--- config.mk ---
export PLATFORM = sky130hd
export DESIGN_NAME = superpixel_draw_arbiter
export DESIGN_NICKNAME = d
export VERILOG_FILES = /design/src/rtl/superpixel_draw_arbiter.sv
export SDC_FILE = /design/constraint.sdc
export NUM_CORES = 1
export LEC_CHECK = 0
export CAP_MARGIN = 25
export CORE_MARGIN = 5
export CORE_UTILIZATION = 40
export CTS_BUF_LIST = sky130_fd_sc_hd__clkbuf_4 sky130_fd_sc_hd__clkbuf_8 sky130_fd_sc_hd__clkbuf_16
export CTS_CLUSTER_SIZE = 20
export DETAILED_ROUTE_END_ITERATION = 6
export PLACE_DENSITY_LB_ADDON = 0.25
export SLEW_MARGIN = 20
export SYNTH_ARGS = -nofsm -noshare
export SYNTH_HDL_FRONTEND = slang
export SYNTH_SLANG_ARGS = --single-unit
--- constraint.sdc ---
create_clock -name clk -period 1.7 [get_ports clk]
set_input_delay 0.17 -clock clk [delete_from_list [all_inputs] [get_ports clk]]
set_output_delay 0.17 -clock clk [all_outputs]
set_load 0.01 [all_outputs]
--- src/rtl/superpixel_draw_arbiter.sv ---
// superpixel_draw_arbiter: shares one superpixel draw engine between two round-robin clients and a clear-screen sweep
module superpixel_draw_arbiter #(
  parameter int SPIXEL_X_WIDTH = 6,
  parameter int SPIXEL_Y_WIDTH = 6,
  parameter logic [SPIXEL_X_WIDTH-1:0] SPIXEL_X_MAX = 6'd63,
  parameter logic [SPIXEL_Y_WIDTH-1:0] SPIXEL_Y_MAX = 6'd47,
  parameter int COLOR_ID_WIDTH = 8
) (
  input  logic                      clk,
  input  logic                      rst,
  input  logic                      req0,
  input  logic [SPIXEL_X_WIDTH-1:0] x0,
  input  logic [SPIXEL_Y_WIDTH-1:0] y0,
  input  logic [COLOR_ID_WIDTH-1:0] color0,
  output logic                      ack0,
  input  logic                      req1,
  input  logic [SPIXEL_X_WIDTH-1:0] x1,
  input  logic [SPIXEL_Y_WIDTH-1:0] y1,
  input  logic [COLOR_ID_WIDTH-1:0] color1,
  output logic                      ack1,
  input  logic                      clr_start,
  input  logic [COLOR_ID_WIDTH-1:0] clr_color,
  output logic                      clr_busy,
  output logic                      clr_done,
  output logic [SPIXEL_X_WIDTH-1:0] draw_x,
  output logic [SPIXEL_Y_WIDTH-1:0] draw_y,
  output logic [COLOR_ID_WIDTH-1:0] draw_data,
  output logic                      draw_vld,
  input  logic                      draw_done,
  output logic                      busy
);
  typedef enum logic [1:0] {IDLE, ISSUE, WAIT} state_t;
  state_t state_q, state_d;
  logic last_grant_q, last_grant_d, src_q, src_d, pend_q, pend_d, run_q, run_d;
  logic [COLOR_ID_WIDTH-1:0] clr_color_q, clr_color_d, draw_data_q, draw_data_d;
  logic [SPIXEL_X_WIDTH-1:0] draw_x_q, draw_x_d;
  logic [SPIXEL_Y_WIDTH-1:0] draw_y_q, draw_y_d;
  logic ack0_q, ack0_d, ack1_q, ack1_d, clr_done_q, clr_done_d;
  logic draw_vld_q, draw_vld_d, busy_q, busy_d, clr_busy_q, clr_busy_d;
  logic r0, r1, grant1, x_end, sweep_last;
  assign r0 = req0 && !ack0_q;
  assign r1 = req1 && !ack1_q;
  assign grant1 = r1 && (!r0 || !last_grant_q);
  assign x_end = draw_x_q == SPIXEL_X_MAX;
  assign sweep_last = x_end && draw_y_q == SPIXEL_Y_MAX;
  assign {ack0, ack1, clr_done, clr_busy, busy} = {ack0_q, ack1_q, clr_done_q, clr_busy_q, busy_q};
  assign {draw_vld, draw_x, draw_y, draw_data} = {draw_vld_q, draw_x_q, draw_y_q, draw_data_q};
  // next state: sweep beats clients in IDLE; the draw operand registers double as the sweep counter
  always_comb begin
    state_d = state_q;
    last_grant_d = last_grant_q;
    src_d = src_q;
    pend_d = pend_q;
    run_d = run_q;
    clr_color_d = clr_color_q;
    draw_x_d = draw_x_q;
    draw_y_d = draw_y_q;
    draw_data_d = draw_data_q;
    ack0_d = 1'b0;
    ack1_d = 1'b0;
    clr_done_d = 1'b0;
    if (clr_start && !pend_q && !run_q) begin
      pend_d = 1'b1;
      clr_color_d = clr_color;
    end
    case (state_q)
      IDLE: begin
        if (pend_q) begin
          pend_d = 1'b0;
          run_d = 1'b1;
          draw_x_d = '0;
          draw_y_d = '0;
          draw_data_d = clr_color_q;
          state_d = ISSUE;
        end else if (r0 || r1) begin
          src_d = grant1;
          draw_x_d = grant1 ? x1 : x0;
          draw_y_d = grant1 ? y1 : y0;
          draw_data_d = grant1 ? color1 : color0;
          state_d = ISSUE;
        end
      end
      ISSUE: state_d = WAIT;
      WAIT: begin
        if (draw_done) begin
          if (!run_q) begin
            ack0_d = !src_q;
            ack1_d = src_q;
            last_grant_d = src_q;
            state_d = IDLE;
          end else if (!sweep_last) begin
            draw_x_d = x_end ? '0 : draw_x_q + 1'b1;
            draw_y_d = x_end ? draw_y_q + 1'b1 : draw_y_q;
            state_d = ISSUE;
          end else begin
            run_d = 1'b0;
            clr_done_d = 1'b1;
            state_d = IDLE;
          end
        end
      end
      default: state_d = IDLE;
    endcase
    draw_vld_d = state_d == ISSUE;
    busy_d = state_d != IDLE;
    clr_busy_d = pend_d || run_d;
  end
  // registers; reset idles everything and makes port 0 win the first tie
  always_ff @(posedge clk or negedge rst) begin
    if (!rst) begin
      state_q <= IDLE;
      last_grant_q <= 1'b1;
      src_q <= 1'b0;
      pend_q <= 1'b0;
      run_q <= 1'b0;
      clr_color_q <= '0;
      draw_x_q <= '0;
      draw_y_q <= '0;
      draw_data_q <= '0;
      ack0_q <= 1'b0;
      ack1_q <= 1'b0;
      clr_done_q <= 1'b0;
      draw_vld_q <= 1'b0;
      busy_q <= 1'b0;
      clr_busy_q <= 1'b0;
    end else begin
      state_q <= state_d;
      last_grant_q <= last_grant_d;
      src_q <= src_d;
      pend_q <= pend_d;
      run_q <= run_d;
      clr_color_q <= clr_color_d;
      draw_x_q <= draw_x_d;
      draw_y_q <= draw_y_d;
      draw_data_q <= draw_data_d;
      ack0_q <= ack0_d;
      ack1_q <= ack1_d;
      clr_done_q <= clr_done_d;
      draw_vld_q <= draw_vld_d;
      busy_q <= busy_d;
      clr_busy_q <= clr_busy_d;
    end
  end
endmodule

; Word level (Yosys, flattened, before mapping)
; Cells that the tools add are included.
[classes]
addsub = 2
n_eq_ne = 10
muxes = 43
bitwise = 2
reduce_logical = 25
[op_table]
columns = operator, n
row1 = $mux W6, 14
row2 = $mux W8, 3
row3 = $pmux W6 S2, 2
row4 = $mux W1, 19
row5 = $add A6 B1 Y6 const B, 2
row6 = $eq A6 B6 Y1 const B, 2
row7 = $ne A2 B2 Y1 const B, 4
row8 = $logic_not A1 Y1, 7
row9 = $logic_and A1 B1 Y1, 6
row10 = $mux W2, 3
row11 = $pmux W2 S3, 1
row12 = $reduce_and A3 Y1, 2
row13 = $reduce_and A6 Y1, 1
row14 = $reduce_bool A2 Y1, 3
row15 = $reduce_and A5 Y1, 1
row16 = $eq A2 B1 Y1 const B, 2
row17 = $logic_or A1 B1 Y1, 3
row18 = $ne A3 B3 Y1 const B, 1
row19 = $eq A2 B2 Y1 const B, 1
row20 = $logic_not A2 Y1, 1
row21 = $not A1 Y1, 2
row22 = $pmux W1 S2, 1
row23 = $reduce_and A2 Y1, 1
[word_totals]
ff_bits = 40
inputBits = 54
output_inout_bits = 26
wordCells = 97

; Logic depth before layout (Yosys ltp)
[logic_depth]
ltp_word = 9
mapped_depth = 7
depth_no_buf = 6

; Least setup slack after synthesis
; OpenSTA, ideal clock, no wires.
[synth_path]
path_kind = flip-flop to flip-flop
startpoint = register draw_y_q[0], in the netlist draw_y[0]
endpoint = register draw_y_q[4], in the netlist draw_y[4]
setup_ps = 125
arrival_time_ps = 1580
required_time_ps = 1575
setup_slack_ps = -5
stages_incl_launch_ff = 8
path_buffers = 1
period_less_slack_ps = 1705
path_cell_list = dfrtp_1 -> ha_1 -> and4b_4 -> a211oi_1 -> o2bb2ai_1 -> buf_2 -> o21ai_0 -> o21ai_1
[synth_via]
elab_chain_len = 6
elab_cells_between_ends = 10
classes_between = 1 x add/sub / 2 x eq/ne / 5 x mux / 2 x reduce/logical
[synth_rtl]
columns = element, line
row1 = start: declaration, 37  ; logic [SPIXEL_Y_WIDTH-1:0] draw_y_q, draw_y_d;
row2 = start signal: assignment, 134  ; draw_y_q <= draw_y_d;
row3 = $add A6 B1 Y6, 93  ; draw_y_d = x_end ? draw_y_q + 1'b1 : draw_y_q;
row4 = $mux W6, 93
row5 = $mux W6, 91  ; end else if (!sweep_last) begin
row6 = $mux W6, 86  ; if (!run_q) begin
row7 = $mux W6, 85  ; if (draw_done) begin
row8 = $pmux W6 S2, 66  ; case (state_q)
; Parallel ways exist; a longest one is shown, timed or not. The select of a mux whose other input is x is not followed.
; A chain may end at the register's enable or synchronous reset.

; Worst setup path after layout
[layout_path]
startpoint = register draw_y_q[1], in the netlist draw_y[1]
endpoint = register draw_x_q[2], in the netlist draw_x[2]
[layout_via]
elab_chain_len = 4
[layout_rtl]
columns = element, line
row1 = $eq A6 B6 Y1, 45  ; assign sweep_last = x_end && draw_y_q == SPIXEL_Y_MAX;
row2 = $logic_and A1 B1 Y1, 45
row3 = $ne A2 B2 Y1 (no line), --
row4 = $reduce_and A5 Y1 (no line), --
row5 = end signal: assignment, 133  ; draw_x_q <= draw_x_d;
row6 = end: declaration, 36  ; logic [SPIXEL_X_WIDTH-1:0] draw_x_q, draw_x_d;
; No other way between the ends.

==> results.ini <==
[synth]
synth_ff_type = dfrtp_1
synth_warnings = 0
synth.cell_area_mm2 = 0.00216
synthCells = 198
synthMostInstantiatedCell = dfrtp_1
synth_nets = 254
async_reset_ff_frac = 1.00
yosysUniqueCellTypes = 43
yosysTopAreaCellShare = 0.451
synthesis.area_per_instance_um2 = 10.9
synth_area_leader_cell = dfrtp_1
synth_seq_area_share = 0.463
synth-edff-count = 0
yosys-top-cells-area = dfrtp_1, mux2i_1, mux2_2, o21ai_0, nand2_1
synth_common_cells = dfrtp_1, o21ai_0, mux2i_1
ys_ff_latch = 40

[grt]
grt.overflow.total = 0
grt_max_degree = 22
grt_pass1_wl_um = 9220
antenna_found_initial = 0
grt_use_total = 0.162
grt_pass1_vias = 1975

[floorplanning]
coreArea_mm2 = 0.00517
die-area_mm2 = 0.00698
start_util = 0.418
ios = 80
rows = 26
die_h_um = 83.6
die_width_um = 83.6

[clocking]
cts_root_buffer = clkbuf_8
h-tree-depth = 2
clock_sinks = 40
cts_tree = done
clockBufferDepth = 2
clk_latency_ns = 0.29
cts_buffers = 5
clk_pin_slew_ns = 0.08

[sta]
fin_crit_sh = 1.00
fmax_mhz = 588
min_period_ns = 1.70
worst_pin_slew_ns = 0.489
hold_violations = 0
setup_viol = 1
grt_setup_unrepaired = true
layout_setup_ws_ns = -0.000127
slew_headroom = 0.674
drv_slew = 0
clock_skew_ns = 0.00621

[drt]
viasPerCell = 5.03
wire_per_inst_um = 14.9
drt-total-wl_um = 5630
first_iter_violations = 104
firstDrtPassIters = 4
remaining_drc_errors = 0
num_vias = 1895
ant_nets = 0

[setup_path]
crit_path_end_kind = register
arrival_ns = 1.89
critPathKind = register to register
worst_setup_path_start_kind = register
worst-path-max-fanout = 7
critPathRequiredTime_ns = 1.89

[cells_and_area]
fin_cells = 377
n_antenna_cell = 0
fin_area_mm2 = 0.00338
area_growth_pct = 56.1
fin_nets = 362
final.fill_count = 416
drive_above_1_share = 0.238

[pwr]
power_density_mw_per_mm2 = 1610
fin_total_pwr_uw = 5440
ir_worst_vdd_mv = 0.746
p_leak_uw = 0.00143

[worst_hold_path]
hold_path.class = primary input to asynchronous set/reset pin

[outcome]
violations = negative setup slack
status = complete, but fails checks

[placement]
placed_cells = 365
dp.final_hpwl_um = 4240
dp_slack_ns = -0.124
place_congestion = 0.824
io_buffers = 79
dpl-instance-area_mm2 = 0.00322

[flow_run]
drv_cap = 0

-- per-layer routing --
| metal | global-route usage | wire, µm |
|---|---|---|
| met4 | 0.0526 | 69 |
| met5 | 0 | 0 |
| met3 | 0.0454 | 311 |
| met1 | 0.206 | 2460 |
| met2 | 0.264 | 2790 |
-- sequential cells by signal, indices dropped and copies added, names as in the netlist --
name          flops
run_q             1
busy              1
clr_busy          1
last_grant_q      1
clr_done          1
ack1              1
state_q           2
ack0              1
draw_y            6
draw_data         8
draw_x            6
src_q             1
pend_q            1
clr_color_q       8
draw_vld          1
-- timing repair --
item,in CTS,in global routing
resized for setup,2,9
endpoints found under the hold margin,19,0
buffers inserted,0,2
hold buffers,1,0
setup endpoints to repair,5,16
pin swaps,0,6
gates cloned,0,1
-- cells in the final DEF (no fill, tap or decap), drive strengths merged, types with 2 or more instances in the layout --
cell and instances:
a21oi 3, a22o 4, a2bb2oi 3, and2 3
and3 2, buf 32, clkbuf 6, clkdlybuf4s50 78
clkinvlp 2, dfrtp 39, ha 2, inv 4
mux2 17, mux2i 20, nand2 18, nand2b 3
nand3 6, nand3b 2, nor2 7, nor2b 3
nor3 2, o21ai 29, o32a 3, o32ai 3
or2 2
-- stage by stage --
step / TNS (ns) / hold WS [ns] / util
3_5_place_dp: -1.34 / 0.162 / 0.622
6_report: -0.000127 / 0.385 / 0.653
2_1_floorplan: 0 / -0.126 / -
3_3_place_gp: -1.02 / 0.150 / 0.622
4_1_cts: -0.00283 / 0.384 / 0.644
5_1_grt: -0.257 / 0.420 / 0.653
-- cell type report --
cell class	count	area, µm²	share of cell area
clock inverters	2	15.0	0.00444
flip-flops and latches	40	1000	0.297
repair buffers	111	1070	0.317
multi-input cells	144	1110	0.328
well taps	70	87.6	0.0259
clock buffers	6	82.6	0.0244
inverters	4	15.0	0.00444
-- power by group --
part	leakage, µW	switching [µW]	internal, µW
Combinational	0.000904	1340	1700
Sequential	0.000486	325	1390
Clock	0.0000434	341	328
Total	0.00143	2010	3430
-- worst paths after layout --
| check | from | endpoint | slack (ns) | cells past startpoint |
|---|---|---|---|---|
| worst min register to register | src_q | ack0 | 0.49 | 1 |
| worst max-delay path | draw_y[1] | draw_x[2] | -0.0001 | 7 |
| worst max register to register | draw_y[1] | draw_x[2] | -0.0001 | 7 |
| min in group clk | clr_start | clr_busy | 0.48 | 3 |
| max in group asynchronous | rst | last_grant_q | 0.76 | 3 |
| worst min-delay path | rst | clr_color_q[1] | 0.38 | 2 |
-- worst max-delay path, stage by stage (launching register included) --
cell and delay (ns):
dfrtp_1 0.38, ha_2 0.19, and4b_4 0.19, nor4b_4 0.13
buf_4 0.14, o21ai_4 0.26, o21ai_1 0.11, a22o_1 0.18
-- cells by family (layout without fill, tap and decap cells) --
family          after synthesis  in the layout  synth area share
compound gates               53             54             0.166
simple gates                 51             51             0.135
flops                        40             40             0.463
mux                          37             37             0.181
buf+inv                      15            123            0.0428
fa+ha+maj                     2              2            0.0116
Note: power is estimated with default switching activity, not from simulation.
